File: config.mk
export PLATFORM = sky130hd
export DESIGN_NAME = wci_master_port
export DESIGN_NICKNAME = d
export VERILOG_FILES = /design/src/rtl/wci_master_port.sv
export SDC_FILE = /design/constraint.sdc
export NUM_CORES = 1
export LEC_CHECK = 0
export CORE_MARGIN = 10
export CORE_UTILIZATION = 30
export CTS_CLUSTER_DIAMETER = 40
export CTS_CLUSTER_SIZE = 12
export DETAILED_ROUTE_END_ITERATION = 8
export GPL_TIMING_DRIVEN = 0
export PLACE_DENSITY_LB_ADDON = 0.25
export SKIP_LAST_GASP = 1
export SYNTH_ARGS = -nofsm -noshare
export SYNTH_HDL_FRONTEND = slang
export SYNTH_SLANG_ARGS = --single-unit
File: constraint.sdc
create_clock -name CLK -period 3.7 [get_ports CLK]
set_input_delay 0.925 -clock CLK [delete_from_list [all_inputs] [get_ports CLK]]
set_output_delay 0.925 -clock CLK [all_outputs]
set_load 0.1 [all_outputs]
File: src/rtl/wci_master_port.sv
// -----------------------------------------------------------------------------
// wci_master_port
//
// Single-channel WCI (OCP) control-plane initiator. Accepts one request at a
// time from the container control fabric, issues it to one worker's wci_s_*
// port as an OCP read or write, waits for SResp and hands back data/status.
// Every access is bounded by a cycle timeout. After a timeout the port enters
// a sticky fail mode: requests are answered with FAIL and never reach the
// worker until clr_timeout is pulsed. Worker attention (SFlag[0]) is latched
// independently of the access state machine.
//
// Ports
//   CLK, RST_N                 clock (rising edge) / synchronous active-low reset
//   req_valid/req_ready        request handshake (ready only while idle)
//   req_write, req_space       1=write/0=read, MAddrSpace (0=control, 1=config)
//   req_byteen, req_addr       byte enables, address
//   req_data, req_mflag        write data (ignored on reads), MFlag for access
//   rsp_valid/rsp_ready        response handshake
//   rsp_data, rsp_status       SData / 0 / TIMEOUT_DATA; 0=OK 1=ERR 2=FAIL 3=TIMEOUT
//   clr_timeout, timed_out     clear pulse / sticky timeout flag
//   clr_attn, attn             clear pulse / sticky SFlag[0] attention
//   wci_m_*                    OCP master signals toward the worker
//
// All outputs come straight from flops. Output flops are loaded from the
// next-state decode so that they line up with the state they belong to.
// -----------------------------------------------------------------------------
module wci_master_port #(
  parameter logic [15:0] TIMEOUT_CYCLES = 16'd4096,  // 4..65535
  parameter logic [31:0] TIMEOUT_DATA   = 32'hC0DE4203
) (
  input  logic        CLK,
  input  logic        RST_N,
  // request channel
  input  logic        req_valid,
  output logic        req_ready,
  input  logic        req_write,
  input  logic        req_space,
  input  logic [3:0]  req_byteen,
  input  logic [31:0] req_addr,
  input  logic [31:0] req_data,
  input  logic [1:0]  req_mflag,
  // response channel
  output logic        rsp_valid,
  input  logic        rsp_ready,
  output logic [31:0] rsp_data,
  output logic [1:0]  rsp_status,
  // sticky status
  input  logic        clr_timeout,
  output logic        timed_out,
  output logic        attn,
  input  logic        clr_attn,
  // OCP master side
  output logic [2:0]  wci_m_MCmd,
  output logic        wci_m_MAddrSpace,
  output logic [3:0]  wci_m_MByteEn,
  output logic [31:0] wci_m_MAddr,
  output logic [31:0] wci_m_MData,
  output logic [1:0]  wci_m_MFlag,
  input  logic [1:0]  wci_m_SResp,
  input  logic [31:0] wci_m_SData,
  input  logic        wci_m_SThreadBusy,
  input  logic [1:0]  wci_m_SFlag
);

  // ---------------------------------------------------------------------------
  // Encodings
  // ---------------------------------------------------------------------------
  typedef enum logic [2:0] {
    S_IDLE = 3'd0,
    S_PEND = 3'd1,
    S_CMD  = 3'd2,
    S_WAIT = 3'd3,
    S_RESP = 3'd4
  } state_e;

  localparam logic [2:0]  MCMD_IDLE = 3'd0;
  localparam logic [2:0]  MCMD_WR   = 3'd1;
  localparam logic [2:0]  MCMD_RD   = 3'd2;

  localparam logic [1:0]  SRESP_NULL = 2'd0;
  localparam logic [1:0]  SRESP_DVA  = 2'd1;
  localparam logic [1:0]  SRESP_FAIL = 2'd2;
  localparam logic [1:0]  SRESP_ERR  = 2'd3;

  localparam logic [1:0]  ST_OK      = 2'd0;
  localparam logic [1:0]  ST_ERR     = 2'd1;
  localparam logic [1:0]  ST_FAIL    = 2'd2;
  localparam logic [1:0]  ST_TIMEOUT = 2'd3;

  // Last counter value at which a response is still accepted.
  localparam logic [15:0] CNT_LAST = TIMEOUT_CYCLES - 16'd1;

  // ---------------------------------------------------------------------------
  // State
  // ---------------------------------------------------------------------------
  state_e      state_q, state_d;
  logic [15:0] cnt_q, cnt_d;

  // captured request
  logic        wr_q, wr_d;
  logic        space_q, space_d;
  logic [3:0]  byteen_q, byteen_d;
  logic [31:0] addr_q, addr_d;
  logic [31:0] wdata_q, wdata_d;
  logic [1:0]  mflag_q, mflag_d;

  // response and sticky flags
  logic [31:0] rsp_data_q, rsp_data_d;
  logic [1:0]  rsp_status_q, rsp_status_d;
  logic        timed_out_q, timed_out_d;
  logic        attn_q, attn_d;

  // registered outputs
  logic        req_ready_q, req_ready_d;
  logic        rsp_valid_q, rsp_valid_d;
  logic [2:0]  mcmd_q, mcmd_d;
  logic        maddrspace_q, maddrspace_d;
  logic [3:0]  mbyteen_q, mbyteen_d;
  logic [31:0] maddr_q, maddr_d;
  logic [31:0] mdata_q, mdata_d;
  logic [1:0]  mflag_out_q, mflag_out_d;

  logic        expired;
  logic        timeout_hit;

  // SFlag[1] carries no meaning for this port.
  logic        unused_sflag;
  assign unused_sflag = wci_m_SFlag[1];

  // ---------------------------------------------------------------------------
  // Next-state and output decode
  // ---------------------------------------------------------------------------
  // NOTE: every signal assigned here gets a default first, so no path can
  // leave one unassigned and infer a latch.
  always_comb begin
    state_d      = state_q;
    cnt_d        = cnt_q;
    wr_d         = wr_q;
    space_d      = space_q;
    byteen_d     = byteen_q;
    addr_d       = addr_q;
    wdata_d      = wdata_q;
    mflag_d      = mflag_q;
    rsp_data_d   = rsp_data_q;
    rsp_status_d = rsp_status_q;
    timeout_hit  = 1'b0;
    expired      = (cnt_q == CNT_LAST);

    unique case (state_q)
      S_IDLE: begin
        if (req_valid) begin
          wr_d     = req_write;
          space_d  = req_space;
          byteen_d = req_byteen;
          addr_d   = req_addr;
          wdata_d  = req_data;
          mflag_d  = req_mflag;
          cnt_d    = 16'd0;
          if (timed_out_q) begin
            // Sticky fail mode: answer locally, the worker never sees it.
            state_d      = S_RESP;
            rsp_status_d = ST_FAIL;
            rsp_data_d   = TIMEOUT_DATA;
          end else begin
            state_d = S_PEND;
          end
        end
      end

      S_PEND: begin
        cnt_d = cnt_q + 16'd1;
        if (expired)                 timeout_hit = 1'b1;
        else if (!wci_m_SThreadBusy) state_d     = S_CMD;
      end

      S_CMD: begin
        cnt_d = cnt_q + 16'd1;
        if (expired) timeout_hit = 1'b1;
        else         state_d     = S_WAIT;
      end

      S_WAIT: begin
        cnt_d = cnt_q + 16'd1;
        // A response arriving on the expiry cycle still counts as on time.
        if (wci_m_SResp != SRESP_NULL) begin
          state_d    = S_RESP;
          rsp_data_d = wr_q ? 32'd0 : wci_m_SData;
          unique case (wci_m_SResp)
            SRESP_DVA:  rsp_status_d = ST_OK;
            SRESP_FAIL: rsp_status_d = ST_FAIL;
            SRESP_ERR:  rsp_status_d = ST_ERR;
            default:    rsp_status_d = ST_OK;
          endcase
        end else if (expired) begin
          timeout_hit = 1'b1;
        end
      end

      S_RESP: begin
        // rsp_valid is high throughout RESP, so rsp_ready alone completes it.
        if (rsp_ready) state_d = S_IDLE;
      end

      default: state_d = S_IDLE;
    endcase

    if (timeout_hit) begin
      state_d      = S_RESP;
      rsp_status_d = ST_TIMEOUT;
      rsp_data_d   = TIMEOUT_DATA;
    end

    // Setting beats clearing for both sticky flags.
    timed_out_d = timeout_hit | (timed_out_q & ~clr_timeout);
    attn_d      = wci_m_SFlag[0] | (attn_q & ~clr_attn);

    // Output flops follow the state being entered.
    req_ready_d  = (state_d == S_IDLE);
    rsp_valid_d  = (state_d == S_RESP);
    mcmd_d       = MCMD_IDLE;
    maddrspace_d = 1'b0;
    mbyteen_d    = 4'd0;
    maddr_d      = 32'd0;
    mdata_d      = 32'd0;
    if (state_d == S_CMD) begin
      mcmd_d       = wr_d ? MCMD_WR : MCMD_RD;
      maddrspace_d = space_d;
      mbyteen_d    = byteen_d;
      maddr_d      = addr_d;
      mdata_d      = wr_d ? wdata_d : 32'd0;
    end
    mflag_out_d = (state_d == S_PEND || state_d == S_CMD || state_d == S_WAIT)
                  ? mflag_d : 2'd0;
  end

  // ---------------------------------------------------------------------------
  // Registers
  // ---------------------------------------------------------------------------
  // NOTE: sequential state uses non-blocking assignments only, so every flop
  // samples the pre-edge value of every other flop.
  always_ff @(posedge CLK) begin
    if (!RST_N) begin
      state_q      <= S_IDLE;
      cnt_q        <= 16'd0;
      wr_q         <= 1'b0;
      space_q      <= 1'b0;
      byteen_q     <= 4'd0;
      addr_q       <= 32'd0;
      wdata_q      <= 32'd0;
      mflag_q      <= 2'd0;
      rsp_data_q   <= 32'd0;
      rsp_status_q <= 2'd0;
      timed_out_q  <= 1'b0;
      attn_q       <= 1'b0;
      req_ready_q  <= 1'b1;
      rsp_valid_q  <= 1'b0;
      mcmd_q       <= MCMD_IDLE;
      maddrspace_q <= 1'b0;
      mbyteen_q    <= 4'd0;
      maddr_q      <= 32'd0;
      mdata_q      <= 32'd0;
      mflag_out_q  <= 2'd0;
    end else begin
      state_q      <= state_d;
      cnt_q        <= cnt_d;
      wr_q         <= wr_d;
      space_q      <= space_d;
      byteen_q     <= byteen_d;
      addr_q       <= addr_d;
      wdata_q      <= wdata_d;
      mflag_q      <= mflag_d;
      rsp_data_q   <= rsp_data_d;
      rsp_status_q <= rsp_status_d;
      timed_out_q  <= timed_out_d;
      attn_q       <= attn_d;
      req_ready_q  <= req_ready_d;
      rsp_valid_q  <= rsp_valid_d;
      mcmd_q       <= mcmd_d;
      maddrspace_q <= maddrspace_d;
      mbyteen_q    <= mbyteen_d;
      maddr_q      <= maddr_d;
      mdata_q      <= mdata_d;
      mflag_out_q  <= mflag_out_d;
    end
  end

  assign req_ready        = req_ready_q;
  assign rsp_valid        = rsp_valid_q;
  assign rsp_data         = rsp_data_q;
  assign rsp_status       = rsp_status_q;
  assign timed_out        = timed_out_q;
  assign attn             = attn_q;
  assign wci_m_MCmd       = mcmd_q;
  assign wci_m_MAddrSpace = maddrspace_q;
  assign wci_m_MByteEn    = mbyteen_q;
  assign wci_m_MAddr      = maddr_q;
  assign wci_m_MData      = mdata_q;
  assign wci_m_MFlag      = mflag_out_q;

endmodule
==> qor.yml <==
status: "finished, final reports clean"
synth_fp_nets: 824
drc_errors: 0
synth_ff_type: "dfxtp_1"
cp-start-kind: "flip-flop"
yosys-top-cells-area: "dfxtp_1 54%, mux2i_1 11%, nor2b_1 6.6%, nor3b_2 5.4%, nand3_1 3.0%"
switchingPower_w: 0.00153
peakVddDrop_uv: 372
rsz0062_at_grt: "no"
ant_nets: 0
worstSetupPathType: "reg -> out"
core_area_um2: 24300
pin_count: 227
crit_path_top_delay_cell: "clkdlybuf4s50_1"
ys_warn_count: 0
finalSetupTns_ns: 0
grt_pass1_wl_um: 33400
cts.sinks: 202
mostFrequentLayoutCell: "clkdlybuf4s50_1"
clk_pin_slew_ns: 0.05
slew_headroom_pct: 29.0
regArea_um2: 4040
area_growth_pct: 49.1
synth_top_cell_by_area: "dfxtp_1"
synth_cells: 708
crit_required_ns: 2.77
p_per_area_nw_per_um2: 527
ys_ff_latch: 202
worst_pin_slew_ns: 1.06
hold_slack_ns: 0.446
grt_overflow: 0
start_util_pct: 30.6
antenna_found_initial: 1
post-cts-setup-buffer-count: 0
grt_pass1_vias: 5919
final_cell_mix: "224 x clkdlybuf4s50_1, 202 x dfxtp_1, 78 x mux2i_1, 78 x nor2b_1, 51 x nor2_1"
drive_gt1_share_pct: 11.8
holdCritPathClass: "reg -> reg"
fin_crit_sh_pct: 83.7
clock.fmax_mhz: 323
crit_fanout: 6
crit_buf_inv: 1
gp_congestion: 0.819
via_per_inst: 4.37
clockBufferDepth: 3
cp.depth: 1
io_buffers: 224
n_fill_cell: 2302
clock-root-buffer: "clkbuf_16"
grtUsageTotal_pct: 13.2
hold_viol: 0
layout.cells.non_filler: 1314
yosys.cell_types.count: 49
drt_iter0_markers: 208
wire_per_inst_um: 16.5
cts-resized-gates: 0
cp_cell_sequence: "clkdlybuf4s50_1"
cts_max_level: 1
syn_area_um2: 7430
synth_edf_count: 0
maxCapViolations: 0
setup_viol: 0
arrival_ns: 2.17
grt_max_degree: 15
switching_share_pct: 26.2
reg2reg_depth: 7
hold_buffers: 0
synth_seq_area_share_pct: 54.4
synth_top_area_share_pct: 54.4
fin_crit_ns: 3.10
skew_ns: 0.0130
worstSetupEndpointType: "primary output"
routed_wirelength_um: 21700
die_area_um2: 31500
die_h_um: 177
slew_viol_final: 0
fin_ws_ns: 0.603
multi_input_area_um2: 3140
place_inst: 1256
async_reset_ff_share_pct: 0
cpLargestDelayFamily: "buffers and inverters"
vias: 5740
p_comb_share_pct: 13.0
row_count: 57
dieWidth_um: 177
nets: 1081
pre_cts_ws_ns: 0.523
worstSkewPairLatency_ns: 0.54
p_clk_share_pct: 47.7
synth_area_per_cell_um2: 10.5
hold_depth: 2
p_int_w: 0.00431
cts_tree: "yes"
cts_made_buffers: 31
drt-pass1-iter-count: 4
power_frac_seq_pct: 39.3
p_leak_nw: 4.10
slowest_delay_ns: 1.21
dp_hpwl_um: 15900
-- layout make-up --
cell class | count | share of cell area, %
diodes | 1 | 0.0226
plain buffers | 50 | 2.18
clock buffers | 37 | 7.38
clock inverters | 20 | 1.67
inverters | 3 | 0.102
multi-input cells | 453 | 28.3
flip-flops and latches | 202 | 36.5
well taps | 324 | 3.66
repair buffers | 224 | 20.2
-- power groups by stage --
| stage | logic, W | registers, W | clock network (W) |
|---|---|---|---|
| final | 0.000757 | 0.00230 | 0.00279 |
| after global routing | 0.000821 | 0.00230 | 0.00296 |
| after CTS | 0.000768 | 0.00230 | 0.00287 |
| after detailed placement | 0.000764 | 0.00234 | 0 |
| after global placement | 0.000763 | 0.00234 | 0 |
| after floorplan | 0.000359 | 0.00248 | 0 |
-- cell usage after synthesis, types with 8 or more instances --
master	count
nand2_1	38
clkbuf_1	29
nand3_1	44
mux2i_1	78
nand2b_1	15
buf_2	16
nor3b_2	32
o21ai_0	17
nor2b_1	78
dfxtp_1	202
a21oi_1	24
and2_1	8
a21boi_0	14
nor2_1	51
-- flip-flops by register name (all words and copies together), names as in the netlist, 2 cells and up --
signal / flops
rsp_status: 2
wci_m_MCmd: 2
wci_m_MFlag: 2
wci_m_MData: 32
wci_m_MByteEn: 4
rsp_data: 32
state_q: 3
addr_q: 32
byteen_q: 4
wdata_q: 32
wci_m_MAddr: 32
mflag_q: 2
cnt_q: 16
-- worst paths after layout --
check,start,end,slack (ns)
min,rsp_data[27],rsp_data[27],0.45
max,timed_out,timed_out,0.60
min reg2reg,rsp_data[27],rsp_data[27],0.45
max reg2reg,cnt_q[0],wci_m_MData[1],1.33
-- per-layer routing --
layer / share of wire (%) / wire length (µm) / track usage [%] / up-vias
li1: - / - / - / 2931
met1: 41 / 8870 / 15.3 / 2616
met2: 48 / 10500 / 22.3 / 145
met3: 8.5 / 1840 / 4.93 / 46
met4: 2.5 / 546 / 4.13 / 2
met5: 0.046 / 10 / 0 / -
-- cell families (layout without fill, tap and decap cells) --
| kind of cell | Yosys count | in the layout | synth area share [%] |
|---|---|---|---|
| xor gates and xnor gates | 1 | 1 | 0.118 |
| DFF | 202 | 202 | 54.4 |
| AOI/OAI and AO/OA | 83 | 83 | 7.51 |
| buffers and inverters | 53 | 334 | 3.40 |
| adders and majority gates | 1 | 1 | 0.168 |
| and+or+nand+nor | 289 | 289 | 23.9 |
| muxes | 78 | 78 | 10.5 |
| other | 1 | 2 | 0.0504 |
-- metrics by stage --
step | util, % | power, W | area [µm²]
2_1_floorplan | - | 0.00284 | 7430
3_3_place_gp | 41.5 | 0.00310 | 10100
3_5_place_dp | 41.5 | 0.00311 | 10100
4_1_cts | 45.6 | 0.00593 | 11100
5_1_grt | 45.6 | 0.00608 | 11100
6_report | 45.6 | 0.00584 | 11100
Power figures use the tool's default switching activity.
==> edit 1 (same flow settings) <==
Register the output `wci_m_MFlag` once more, cleared by the reset; this adds one clock of latency there. The other outputs are not delayed to match.
--- a/src/rtl/wci_master_port.sv
+++ b/src/rtl/wci_master_port.sv
@@ -296,5 +296,11 @@
   assign wci_m_MAddr      = maddr_q;
   assign wci_m_MData      = mdata_q;
-  assign wci_m_MFlag      = mflag_out_q;
+  always_ff @(posedge CLK) begin
+    if (!RST_N) begin
+      wci_m_MFlag <= '0;
+    end else begin
+      wci_m_MFlag <= mflag_out_q;
+    end
+  end
 
 endmodule
Behaviour: not the same (Yosys sat finds a counterexample within 4 cycles, from zero or initial values and one cycle with RST_N low).
==> edit 1 against the unedited design <==
  * Routed wire length shrank 7.8%
  * Setup slack gained 0.095 ns
  * Area after synthesis shrank 8.6%
  * Power grew 1.2%
  * Largest cell class unchanged
  * Cell area shrank 5.2%
  * Sequential cell count grew 2
  * Critical endpoint unchanged
  * Non-clock buffer count shrank 8
  * Via count shrank 4.0%
  * Clock skew grew 0.010 ns
  * First-iteration DRC count grew 16%
  * Combinational power shrank 26%
  * Largest power group unchanged
  * Final cell count shrank 5.8%
==> edit 1: results (changes against the unedited design) <==
** Logic synthesis
- The synthesized net count is 786 (-4.6%).
- Sequential-to-total area share from yosys stat :: 0.601 (+0.0572)
- Share of synthesized area spent on multiplexers :: 0.105 (-0.000411)
- Xor-xnor portion of the synthesized cell area :: 0.0193 (+0.0182)
- Post-synthesis adder-cell area fraction :: 0.00184 (+0.000159)
- Most instantiated cells after synthesis :: 204 x dfxtp_1, 165 x nor2_1, 71 x mux2i_1
- Compound-cell area share of the yosys netlist :: 0.0556 (-0.0194)
- By area the synthesized netlist is led by dfxtp_1 60%, mux2i_1 10%, nor2_1 9.1%.
- Library cells used by synthesis :: 45 (-8.2%)

** Power
- The static leakage is 4.04 nW (-1.6%).
- The worst ir drop on vdd was 0.314 mV (-16%).
- Design internal power :: 4.50 mW (+4.3%)
- The combinational share of power is 0.095 (-0.035).
- Share of total power in the clock network :: 0.516 (+0.039)

** Worst setup path
- Crit Path Max Fanout :: 5 (-1)
- The arrival time of data at the critical path endpoint is 2.08 ns (-0.09 ns).
- Slowest Stage Delay on Critical Path :: 1.19 ns (-0.02 ns)
- Reg2Reg Capture Point :: rsp_data[27]
- In this run the critical register-to-register path is launched from cnt_q[0].
- The worst reg-to-reg setup slack is 1.19 ns (-0.14 ns).

** Global routing
- The initial antenna violation count is 0 (-1).
- The first-pass GRT wire length came to 31000 um (-7.1%).
- The number of global-route vias before repair is 5653 (-4.5%).
- The overall global routing resource usage came to 0.135 (+0.00235).
- The global-route met1 utilization came to 0.159 (+0.00567).
- The global-route met3 utilization is 0.0687 (+0.0194).
- Pin count of the biggest net entering global routing :: 13 (-2)
- The met2 routing resource usage after global routing is 0.207 (-0.0156).

** Clock tree
- The total clock buffers created by CTS was 34 (+9.7%).
- Maximum level of the CTS H-tree :: 2 (+1)
- Clock latency on the worst-skew pair :: 0.49 ns (-0.05 ns)

** Detailed routing
- Max layer used :: met4
- The via count normalized by instance count was 4.45 (+1.9%).
- Routed length on met1 :: 8610 um (-2.9%)
- The average detailed-routed wire length per instance is 16.2 um (-2.1%).
- Met2 WL post-DR :: 8780 um (-16%)
- The total met3 wirelength after detailed routing was 2240 um (+22%).
- The first-pass iteration count of the detailed router came to 4 (unchanged).

** Placed design
- Gp weighted congestion :: 0.791 (-3.4%)
- Half-perimeter wire length of the detailed placement result :: 14600 um (-8.4%)
- The post-place setup slack was 0.202 ns (-0.321 ns).
- Number of I/O port buffers :: 223 (-0.45%)
- Post-placement cell area :: 0.00938 sq mm (-6.9%)

** Layout
- Post-layout net count :: 1045 (-3.3%)
- Diode count :: 0 (-1)
- Share of post-route cells with drive strength above 1 :: 0.103 (-0.0155)
- The layout filler cell count is 2103 (-8.6%).

** Timing
- The maximum clock rate is 333 MHz (+3.2%).
- Final worst clock skew :: 0.0235 ns (+0.0105 ns)

** Hold path
- The number of cells traversed by the worst hold path was 1 (-1).
- The worst hold path begins at mflag_out_q[1].
- The worst hold path terminates at wci_m_MFlag[1].

** Run status
- Status :: finished, final reports clean
## edit 1: how the worst max path moves through the flow
| stage | to | slack, ns | cells past startpoint |
|---|---|---|---|
| after CTS | timed_out | 0.64 | 1 |
| after floorplan | wci_m_MAddr[24] | 1.41 | 7 |
| after detailed placement | rsp_data[13] | 0.20 | 7 |
| final | timed_out | 0.70 | 1 |
| after global placement | rsp_data[15] | 0.22 | 7 |
| after global routing | rsp_data[26] | 0.54 | 7 |
## edit 1: layout make-up
class	count	area, sq um	share of cell area
plain buffers	43	223	0.0212
multi-input cells	418	2470	0.235
flip-flops and latches	204	4080	0.389
well taps	285	357	0.0339
inverters	5	18.8	0.00179
clock inverters	17	169	0.0161
clock buffers	43	956	0.0910
repair buffers	223	2230	0.212
## edit 1: stage by stage
stage               instances  hold WS, ns  power, mW
floorplan                 670        0.412       2.69
global placement         1178        0.423       2.91
detailed placement       1178        0.421       2.91
CTS                      1238        0.434       6.02
global route             1238        0.455       6.15
finish                   1238        0.431       5.91
==> edit 2 (same settings) <==
Without the edit above. The parameter `TIMEOUT_CYCLES` goes from 16'd4096 to 16'd2048.
--- a/src/rtl/wci_master_port.sv
+++ b/src/rtl/wci_master_port.sv
@@ -26,5 +26,5 @@
 // -----------------------------------------------------------------------------
 module wci_master_port #(
-  parameter logic [15:0] TIMEOUT_CYCLES = 16'd4096,  // 4..65535
+  parameter logic [15:0] TIMEOUT_CYCLES = 16'd2048,  // 4..65535
   parameter logic [31:0] TIMEOUT_DATA   = 32'hC0DE4203
 ) (
Behaviour: same outputs for any inputs over 4 cycles, from zero or initial values and one cycle with RST_N low; that may be too few to reach the edited logic, so the function may still have changed.
==> edit 2 against the unedited design <==
  * Via count grew 0.80%
  * Setup slack lost 0.19 ns
  * Die area shrank 4.0%
  * Cell area decreased by 1.9%
  * Worst hold slack better by 0.0030 ns
  * Count of clock-buffer cells in the layout is 7 higher
  * Power is 4.0% higher
  * Final cell count is 0.46% lower
  * Area after synthesis is 4.4% lower
  * Sequential cell count did not move
  * Routed wire length decreased by 2.0%
  * Critical path type is now in2reg
  * Critical endpoint is now wci_m_MFlag[1]
  * Largest power group unchanged
  * Highest routed layer is now met4
==> edit 2: results (changes against the unedited design) <==
** Worst setup path
- The critical path's largest stage delay was 0.68 ns (-0.53 ns).
- The worst reg-to-reg setup slack is 0.82 ns (-0.51 ns).
- Critical Path AT :: 3.65 ns (+1.48 ns)
- The slowest stage of the critical path is the nor4b_1 cell.
- Crit Path Max Fanout :: 10 (+4)

** Detailed routing
- Drt initial violations :: 251 (+21%)
- Wire length on met3 :: 2160 um (+17%)
- The via count normalized by instance count was 4.42 (+1.3%).
- Max layer used :: met4
- The detailed-route wire length was 21300 um (-2.0%).
- The routed metal-1 wire length is 9210 um (+3.8%).
- The routed wire length on met2 came to 9580 um (-8.3%).

** Clock tree
- Maximum level of the CTS H-tree :: 2 (+1)
- Clock latency on the worst-skew pair :: 0.49 ns (-0.05 ns)
- Number of buffers added by the clock tree synthesis step :: 34 (+9.7%)

** Global routing
- Global Route Usage Sum :: 0.137 (+0.00422)
- The first-pass GRT wire length came to 33600 um (+0.58%).
- Pin count of the biggest net entering global routing :: 13 (-2)
- The number of global-route vias before repair was 5936 (+0.29%).
- Antenna violations before repair :: 0 (-1)

** Placed design
- Gp weighted congestion :: 0.804 (-1.9%)
- Number of I/O port buffers :: 223 (-0.45%)
- The placed wire-length estimate after detailed placement is 15400 um (-2.9%).

** Logic synthesis
- The number of distinct library cell variants in the gate-level netlist after synthesis is 56 (+14%).
- Ranked by instance count, the synthesized netlist is headed by 202 x dfxtp_1, 77 x nor2b_1, 74 x mux2i_1.
- Yosys attributes the largest share of cell area to dfxtp_1 57%, mux2i_1 10%, nor2b_1 6.8%.
- The synthesized net count was 821 (-0.36%).

** Run status
- Status :: finished, final reports clean

** Power
- The static leakage came to 3.94 nW (-4.0%).
- The switching power total came to 1.54 mW (+0.58%).
- VDD IR max :: 0.401 mV (+7.9%)

** Layout
- Diode count :: 0 (-1)

** Timing
- Final worst clock skew :: 0.0154 ns (+0.00243 ns)
- The slew of the pin with the lowest slew margin came to 1.05 ns (-0.0142 ns).
## edit 2: metrics by stage
step                setup WS, ns  total power, mW  instance area [sq um]  hold WS [ns]  cells
global placement          -0.140             3.06                   9740         0.439   1247
CTS                        0.346             6.16                  10900         0.452   1308
detailed placement        -0.158             3.06                   9740         0.445   1247
global route               0.216             6.33                  10900         0.465   1308
floorplan                  0.951             2.80                   7100         0.425    705
finish                     0.409             6.07                  10900         0.449   1308
## edit 2: cell families after synthesis
family	Yosys count	synth area share
and+or+nand+nor	281	0.211
DFF	202	0.569
AOI/OAI and AO/OA	85	0.0715
muxes	78	0.111
buffers and inverters	56	0.0342
adders and majority gates	1	0.00176
other	1	0.000528
xor gates and xnor gates	1	0.00123
## edit 2: per-layer routing
layer | vias to the layer above | GRT usage
li1 | 2924 | -
met1 | 2650 | 0.162
met2 | 183 | 0.214
met3 | 29 | 0.0682
met4 | 0 | 0.0374
met5 | - | 0
## edit 2: power by group through the flow
| stage | clock network (mW) | registers, mW | logic [mW] |
|---|---|---|---|
| floorplan | 0 | 2.48 | 0.321 |
| global placement | 0 | 2.34 | 0.724 |
| detailed placement | 0 | 2.34 | 0.726 |
| CTS | 3.14 | 2.29 | 0.730 |
| global route | 3.25 | 2.30 | 0.778 |
| finish | 3.06 | 2.29 | 0.719 |
## edit 2: cell type report
type / count / area [sq um]
Fill cell: 2300 / 12500
Sequential cell: 202 / 4040
Multi-Input combinational cell: 447 / 2820
Timing Repair Buffer: 223 / 2230
Clock buffer: 44 / 992
Tap cell: 319 / 399
Buffer: 52 / 228
Clock inverter: 17 / 145
Inverter: 4 / 15.0
## edit 2: worst register-to-register path: stages, from the launching register on
cell and delay (ns):
dfxtp_1 0.29, buf_2 0.16, nor4b_1 0.74, clkbuf_1 0.62
buf_2 0.48, mux2i_1 0.39, nor2_1 0.08
## edit 2: path summary, 6_finish.rpt
check	from	end	cells past startpoint
setup reg to reg	state_q[2]	wci_m_MFlag[1]	6
hold reg to reg	rsp_data[12]	rsp_data[12]	2
hold / removal	rsp_data[12]	rsp_data[12]	2
setup / recovery	req_valid	wci_m_MFlag[1]	6
